**config.mk**
```make
export PLATFORM = sky130hd
export DESIGN_NAME = rv_fetch_aligner
export DESIGN_NICKNAME = d
export VERILOG_FILES = /design/src/rtl/rv_fetch_pkg.sv /design/src/rtl/rv_parcel_queue.sv /design/src/rtl/rv_fetch_aligner.sv
export SDC_FILE = /design/constraint.sdc
export NUM_CORES = 1
export LEC_CHECK = 0
export BUFFER_PORTS_ARGS = -buffer_cell sky130_fd_sc_hd__buf_2
export CORE_MARGIN = 2
export CORE_UTILIZATION = 54
export DETAILED_ROUTE_END_ITERATION = 16
export PLACE_DENSITY = 0.74
export SKIP_LAST_GASP = 1
export SLEW_MARGIN = 20
export SYNTH_ARGS = -nofsm -noshare
export SYNTH_HDL_FRONTEND = slang
export SYNTH_HIERARCHICAL = 1
export SYNTH_SLANG_ARGS = --single-unit
```
**constraint.sdc**
```tcl
create_clock -name clock -period 6.7 [get_ports clock]
set_clock_uncertainty 0.15 [all_clocks]
set_input_delay 1.005 -clock clock [delete_from_list [all_inputs] [get_ports clock]]
set_output_delay 1.005 -clock clock [all_outputs]
set_load 0.02 [all_outputs]
```
**src/rtl/rv_fetch_pkg.sv**
```systemverilog
// Shared types and constants for the fetch aligner slice.
package rv_fetch_pkg;

  localparam int unsigned PARCEL_BITS = 16;

  // One queued 16-bit parcel plus the access-fault tag of the beat it came from.
  typedef struct packed {
    logic                   fault;
    logic [PARCEL_BITS-1:0] data;
  } parcel_t;

  typedef logic [1:0] state_t;

  localparam state_t ST_SKIP    = 2'd0;
  localparam state_t ST_RUN     = 2'd1;
  localparam state_t ST_FAULTED = 2'd2;

  // A parcel starts a 16-bit instruction unless its low two bits are 2'b11.
  function automatic logic is_compressed(input logic [PARCEL_BITS-1:0] p);
    return p[1:0] != 2'b11;
  endfunction

endpackage

```
**src/rtl/rv_parcel_queue.sv**
```systemverilog
// Circular parcel buffer: pushes up to PUSH_MAX parcels, pops 0/1/2, shows the two head entries.
module rv_parcel_queue
  import rv_fetch_pkg::*;
#(
  parameter int unsigned DEPTH    = 8,
  parameter int unsigned PUSH_MAX = 2,
  localparam int unsigned AW = $clog2(DEPTH),
  localparam int unsigned CW = AW + 1,
  localparam int unsigned PW = $clog2(PUSH_MAX + 1)
) (
  input  logic                     clock,
  input  logic                     reset,
  input  logic                     flush,
  input  logic [PW-1:0]            push_cnt,
  input  parcel_t [PUSH_MAX-1:0]   push_data,
  input  logic [1:0]               pop_cnt,
  output parcel_t                  head0,
  output parcel_t                  head1,
  output logic [CW-1:0]            count
);

  parcel_t       mem [DEPTH];
  logic [CW-1:0] wr_ptr;
  logic [CW-1:0] rd_ptr;
  logic [AW-1:0] wr_addr [PUSH_MAX];
  logic [AW-1:0] rd_addr1;
  logic          full;

  // Write slot for each parcel of the incoming group.
  always_comb begin
    for (int i = 0; i < PUSH_MAX; i++) begin
      wr_addr[i] = wr_ptr[AW-1:0] + AW'(i);
    end
  end

  // Parcel storage; no reset needed since only entries below count are ever consumed.
  always_ff @(posedge clock) begin
    if (!flush) begin
      for (int i = 0; i < PUSH_MAX; i++) begin
        if (PW'(i) < push_cnt) begin
          mem[wr_addr[i]] <= push_data[i];
        end
      end
    end
  end

  // Pointer update; a pop may consume parcels written in this same cycle.
  always_ff @(posedge clock or posedge reset) begin
    if (reset) begin
      wr_ptr <= '0;
      rd_ptr <= '0;
    end else if (flush) begin
      wr_ptr <= '0;
      rd_ptr <= '0;
    end else begin
      wr_ptr <= wr_ptr + CW'(push_cnt);
      rd_ptr <= rd_ptr + CW'(pop_cnt);
    end
  end

  // Occupancy: differing pointer MSBs with equal low bits means full.
  always_comb begin
    full     = (wr_ptr[AW] != rd_ptr[AW]) && (wr_ptr[AW-1:0] == rd_ptr[AW-1:0]);
    count    = {full, wr_ptr[AW-1:0] - rd_ptr[AW-1:0]};
    rd_addr1 = rd_ptr[AW-1:0] + AW'(1);
    head0    = mem[rd_ptr[AW-1:0]];
    head1    = mem[rd_addr1];
  end

endmodule

```
**src/rtl/rv_fetch_aligner.sv**
```systemverilog
// Realigns fetch beats into whole RV C/32-bit instructions with their PC, one per cycle.
module rv_fetch_aligner
  import rv_fetch_pkg::*;
#(
  parameter bit          rv64          = 1'b1,
  parameter int unsigned FETCH_PARCELS = 2,
  parameter int unsigned QUEUE_PARCELS = 8,
  parameter logic [63:0] RESET_PC      = '0,
  localparam int unsigned XLEN = rv64 ? 64 : 32
) (
  input  logic                                clock,
  input  logic                                reset,
  input  logic                                fetch_valid,
  output logic                                fetch_ready,
  input  logic [PARCEL_BITS*FETCH_PARCELS-1:0] fetch_data,
  input  logic                                fetch_fault,
  input  logic                                redirect_valid,
  input  logic [XLEN-1:0]                     redirect_pc,
  output logic                                out_valid,
  input  logic                                out_ready,
  output logic [31:0]                         out_instr,
  output logic                                out_is_compressed,
  output logic [XLEN-1:0]                     out_pc,
  output logic                                out_fault
);

  localparam int unsigned OFF_W = $clog2(FETCH_PARCELS);
  localparam int unsigned CW    = $clog2(QUEUE_PARCELS) + 1;
  localparam int unsigned AVW   = CW + 1;
  localparam int unsigned PW    = $clog2(FETCH_PARCELS + 1);

  state_t                              state;
  state_t                              state_nx;
  logic [OFF_W-1:0]                    skip_off;
  logic [OFF_W-1:0]                    off;
  logic [XLEN-1:0]                     head_pc;
  logic [CW-1:0]                       q_count;
  logic [CW-1:0]                       q_free;
  parcel_t                             q_head0;
  parcel_t                             q_head1;
  parcel_t [FETCH_PARCELS-1:0]         push_data;
  logic [PW-1:0]                       push_cnt;
  logic [1:0]                          pop_cnt;
  logic [PARCEL_BITS*FETCH_PARCELS-1:0] beat_shifted;
  logic [AVW-1:0]                      avail;
  parcel_t                             p0;
  parcel_t                             p1;
  logic                                accept;
  logic                                is_c;
  logic                                need2;
  logic                                flt;
  logic                                ext_ok;
  logic                                load;
  logic [31:0]                         instr_nx;
  logic                                unused_redirect_lsb;

  assign unused_redirect_lsb = redirect_pc[0];

  // Ready depends only on registered occupancy/state and the redirect input.
  assign q_free      = CW'(QUEUE_PARCELS) - q_count;
  assign fetch_ready = (q_free >= CW'(FETCH_PARCELS)) && !redirect_valid && (state != ST_FAULTED);
  assign accept      = fetch_valid && fetch_ready;

  // Drop the leading parcels of the first beat after a misaligned restart.
  always_comb begin
    off          = (state == ST_SKIP) ? skip_off : '0;
    beat_shifted = fetch_data >> {off, 4'b0000};
    push_cnt     = accept ? (PW'(FETCH_PARCELS) - PW'(off)) : '0;
    for (int i = 0; i < FETCH_PARCELS; i++) begin
      push_data[i].fault = fetch_fault;
      push_data[i].data  = beat_shifted[PARCEL_BITS*i +: PARCEL_BITS];
    end
  end

  // Extract view over queued parcels followed by the beat arriving this cycle.
  always_comb begin
    avail = {1'b0, q_count} + AVW'(push_cnt);
    p0    = (q_count != '0) ? q_head0 : push_data[0];
    if (q_count >= CW'(2)) begin
      p1 = q_head1;
    end else if (q_count == CW'(1)) begin
      p1 = push_data[0];
    end else begin
      p1 = push_data[1];
    end
    is_c   = is_compressed(p0.data);
    need2  = !is_c && !p0.fault;
    flt    = p0.fault || (need2 && p1.fault);
    ext_ok = (avail != '0) && (state != ST_FAULTED) && (!need2 || (avail >= AVW'(2)));
    load   = ext_ok && (!out_valid || out_ready) && !redirect_valid;
    pop_cnt = load ? (need2 ? 2'd2 : 2'd1) : 2'd0;
    if (flt) begin
      instr_nx = '0;
    end else if (is_c) begin
      instr_nx = {16'h0000, p0.data};
    end else begin
      instr_nx = {p1.data, p0.data};
    end
  end

  rv_parcel_queue #(
    .DEPTH    (QUEUE_PARCELS),
    .PUSH_MAX (FETCH_PARCELS)
  ) u_queue (
    .clock     (clock),
    .reset     (reset),
    .flush     (redirect_valid),
    .push_cnt  (push_cnt),
    .push_data (push_data),
    .pop_cnt   (pop_cnt),
    .head0     (q_head0),
    .head1     (q_head1),
    .count     (q_count)
  );

  // Next state: redirect wins, then a faulted extract, then first beat after restart.
  always_comb begin
    state_nx = state;
    if (redirect_valid) begin
      state_nx = ST_SKIP;
    end else if (load && flt) begin
      state_nx = ST_FAULTED;
    end else if (accept && (state == ST_SKIP)) begin
      state_nx = ST_RUN;
    end
  end

  // State, restart offset and PC of the head parcel.
  always_ff @(posedge clock or posedge reset) begin
    if (reset) begin
      state    <= ST_SKIP;
      head_pc  <= XLEN'(RESET_PC);
      skip_off <= RESET_PC[1 +: OFF_W];
    end else begin
      state <= state_nx;
      if (redirect_valid) begin
        head_pc  <= {redirect_pc[XLEN-1:1], 1'b0};
        skip_off <= redirect_pc[1 +: OFF_W];
      end else if (load) begin
        head_pc <= head_pc + XLEN'({pop_cnt, 1'b0});
      end
    end
  end

  // Single-entry output register; holds while stalled, cleared by redirect.
  always_ff @(posedge clock or posedge reset) begin
    if (reset) begin
      out_valid         <= 1'b0;
      out_instr         <= '0;
      out_is_compressed <= 1'b0;
      out_pc            <= '0;
      out_fault         <= 1'b0;
    end else if (redirect_valid) begin
      out_valid <= 1'b0;
    end else if (load) begin
      out_valid         <= 1'b1;
      out_instr         <= instr_nx;
      out_is_compressed <= is_c && !flt;
      out_pc            <= head_pc;
      out_fault         <= flt;
    end else if (out_ready) begin
      out_valid <= 1'b0;
    end
  end

endmodule
```
==> qor.csv <==
stage,metric,value,unit
floorplan,die width,184,um
clock_network,clk_lat worst skew,0.52,ns
route,drt drc,0,
timing,Final WS setup,0.294,ns
timing,RSZ-0062 raised after global routing,yes,
floorplan,die area,0.0338,sq mm
worst_setup_path,Worst R2R Path Depth,25,
worst_hold_path,hold path cells,2,
worst_hold_path,path type of the worst min-delay path,reg2reg,
route,WL per Instance,21.6,um
timing,Slew Limit Fails,0,
clock_network,hold-fix buffers at CTS,0,
synthesis,top-area cell type share of the netlist area,0.247,
worst_setup_path,Crit path top cell by count,ha_1,
pwr,Leak Pwr,8.33,nW
timing,Final Critical Period,6.41,ns
synthesis,post-synthesis register bit count,308,
route,vias per cell,6.19,
timing,Finish-stage setup viols,0,
timing,final hold vios,0,
grt,global-route wire length before repair,74800,um
synthesis,leading cell types by count after synthesis,"nand2_1, dfrtp_1, mux2_2",
floorplan,FP Rows,65,
final_layout,ratio of cells with drive above 1 in the final layout,0.291,
worst_setup_path,Worst Setup Path Type,reg2reg,
route,met2 WL,22100,um
timing,Final Hold Slack,0.318,ns
synthesis,synth top area cells,"dfrtp_1, edfxtp_1, mux2_2, nand2_1, mux4_2",
final_layout,Area growth syn-to-layout,14.5,%
worst_setup_path,r2r setup slk,0.29,ns
clock_network,CTS root buf,clkbuf_16,
synthesis,Mean Syn Cell Area,10.9,sq um
route,routed metal-1 wirelength,19500,um
clock_network,Clock Sinks,308,
timing,maximum clock rate,0.156,GHz
route,DRT Pass-1 Iters,5,
worst_setup_path,crit-path max FO,7,
grt,largest net degree at the start of global routing,104,
worst_setup_path,CP Data Required Time,7.00,ns
clock_network,CTS Buf Count,36,
synthesis,"EDFF count, synth",136,
placed_design,Final Wtd Congestion,0.888,
grt,vias in the first global route,13300,
worst_setup_path,critical path endpoint category,flop,
pwr,PD cells,433,mW/mm^2
floorplan,Core Area,0.0317,sq mm
synthesis,Yosys cell types,71,
floorplan,Starting Density,0.550,
timing,Slew HR,0.265,
worst_setup_path,worst reg2reg path startpoint,u_queue/rd_ptr[0]$_DFF_PP0_,
timing,fin crit share,0.956,
route,post-route ant nets,0,
timing,setup TNS,0,ns
synthesis,top_reg_cell synth,dfrtp_1,
run,max-cap violation count,0,
floorplan,# IOs,202,
placed_design,Place WS,0.307,ns
worst_setup_path,RR Endpoint,head_pc[61]$_DFFE_PP0N_,
worst_setup_path,CP max stage cell,dfrtp_4,
synthesis,Synth Instances,1606,
final_layout,Seq. cell area,0.00839,sq mm
clock_network,clock tree buffer depth,3,
synthesis,Syn Std Cell Area,0.0175,sq mm
final_layout,Nets,1901,
worst_setup_path,crit start category,flop,
placed_design,Inst Count DP,2140,
synthesis,Synth area leader,dfrtp_1,
route,Top Layer Used,met5,
floorplan,Die H,184,um
route,met3 routed WL,4410,um
route,WL final,47700,um
final_layout,Finished Layout Cells,2209,
synthesis,register area share after synthesis,0.480,
worst_setup_path,crit-path max cell delay,0.47,ns
placed_design,hpwl dp,31000,um
clock_network,H-tree depth,2,
grt,GRT Util Overall,0.286,
grt,grt ovf,0,
timing,Worst Tran Pin Value,1.10,ns
final_layout,Multi-input gate area,0.00856,sq mm
clock_network,clk slew on worst S/H paths,0.06,ns
worst_setup_path,critical path startpoint,u_queue/rd_ptr[0]$_DFF_PP0_,
pwr,worst vdd ir,504,uV
worst_hold_path,hold path endpoint,out_pc[42]$_DFFE_PP0P_,
run_status,outcome,completed,
clock_network,CTS tree,built,
synthesis,Synth warnings,6,
final_layout,Fillers,2546,
synthesis,syn nets,1728,
grt,initial antenna violation count,3,
route,Vias,13700,
synthesis,"FFs w/ async S/R, synth",0.558,
worst_hold_path,worst hold path startpoint,out_pc[42]$_DFFE_PP0P_,
synthesis,"count leader, synth",nand2_1,
placed_design,port bufs,199,
route,initial detailed-routing violation count,1315,
worst_setup_path,Critical Path AT,6.70,ns
-- critical path: cells and delay by family, from the launching register on --
kind,cells,cell delay [ns]
and+or+nand+nor,7,1.69
adders and majority gates,7,2.09
buffers and inverters,4,0.47
DFF,1,0.47
AOI/OAI and AO/OA,7,1.47
-- power by group --
group	internal, mW	switching [mW]	leakage [nW]
Clock	1.08	0.765	0.551
Sequential	2.41	0.219	3.37
Combinational	1.42	2.77	4.41
-- worst max-delay path by stage --
| stage | end | slack (ns) | cells past startpoint |
|---|---|---|---|
| floorplan | head_pc[53]$_DFFE_PP0N_ | 0.01 | 32 |
| global placement | head_pc[61]$_DFFE_PP0N_ | 0.43 | 25 |
| detailed placement | head_pc[61]$_DFFE_PP0N_ | 0.31 | 25 |
| CTS | head_pc[61]$_DFFE_PP0N_ | 0.20 | 25 |
| global route | head_pc[61]$_DFFE_PP0N_ | 0.006 | 25 |
| finish | head_pc[61]$_DFFE_PP0N_ | 0.29 | 25 |
-- cells by family after synthesis --
| logic type | Yosys count | share of synthesized area |
|---|---|---|
| AOI/OAI and AO/OA | 252 | 0.0949 |
| xor gates and xnor gates | 44 | 0.0242 |
| adders and majority gates | 20 | 0.0165 |
| buffers and inverters | 129 | 0.0338 |
| DFF | 308 | 0.480 |
| muxes | 252 | 0.181 |
| other | 1 | 0.000215 |
| and+or+nand+nor | 600 | 0.169 |
-- cells in the final DEF, fill, tap and decap left out, types with 5 or more instances in the layout --
| master | instances |
|---|---|
| nor2_1 | 50 |
| o21bai_1 | 5 |
| xor2_1 | 25 |
| o21ai_1 | 5 |
| a22oi_1 | 17 |
| a31oi_1 | 18 |
| ha_1 | 14 |
| nor4_1 | 21 |
| buf_4 | 42 |
| clkbuf_8 | 5 |
| a2111oi_0 | 34 |
| inv_1 | 18 |
| and2_1 | 8 |
| clkinv_1 | 9 |
| nand4_1 | 7 |
| fa_1 | 5 |
| mux2i_1 | 54 |
| nand2_1 | 319 |
| and3_1 | 46 |
| nand3_1 | 18 |
| nand2b_1 | 5 |
| o2111ai_1 | 11 |
| or3_1 | 20 |
| or4_1 | 10 |
| clkbuf_16 | 36 |
| mux4_2 | 34 |
| edfxtp_1 | 136 |
| o21ai_0 | 89 |
| xnor2_1 | 15 |
| buf_2 | 199 |
| clkbuf_1 | 5 |
| mux2_2 | 164 |
| and4_1 | 8 |
| a21oi_1 | 27 |
| nor3_1 | 7 |
| o211ai_1 | 22 |
| dfrtp_1 | 171 |
| clkinv_2 | 6 |
| nor2b_1 | 55 |
-- state kept, by name, indices dropped and copies added, names as in the netlist --
name               flops
state                  2
out_instr             32
out_is_compressed      1
out_pc                63
u_queue/rd_ptr         4
u_queue/wr_ptr         4
out_fault              1
u_queue/mem          136
skip_off               1
head_pc               63
out_valid              1
-- timing repair --
item | in CTS | in global routing
endpoints found under the setup margin | 0 | 11
gates resized for setup | 0 | 2
setup buffers | 0 | 3
-- per-layer routing --
layer,GRT usage,vias up
li1,-,6236
met1,0.386,6658
met2,0.458,648
met3,0.0580,124
met4,0.107,2
met5,0,-
-- area by class of cell --
class	count	area share
clock inverter	18	0.00619
clock buffer	46	0.0494
antenna	2	0.000250
timing repair buffer	243	0.0669
tap	402	0.0252
inverter	21	0.00419
sequential	308	0.420
multi-input combinational	1169	0.428
-- per-stage QoR --
step           power [mW]  utilization  cell area (sq um)
2_1_floorplan        5.48            -              17500
3_3_place_gp         6.67        0.593              18800
4_1_cts              8.64        0.629              19900
6_report             8.66        0.630              20000
3_5_place_dp         6.78        0.594              18800
5_1_grt              9.18        0.630              20000
Power figures use the tool's default switching activity.
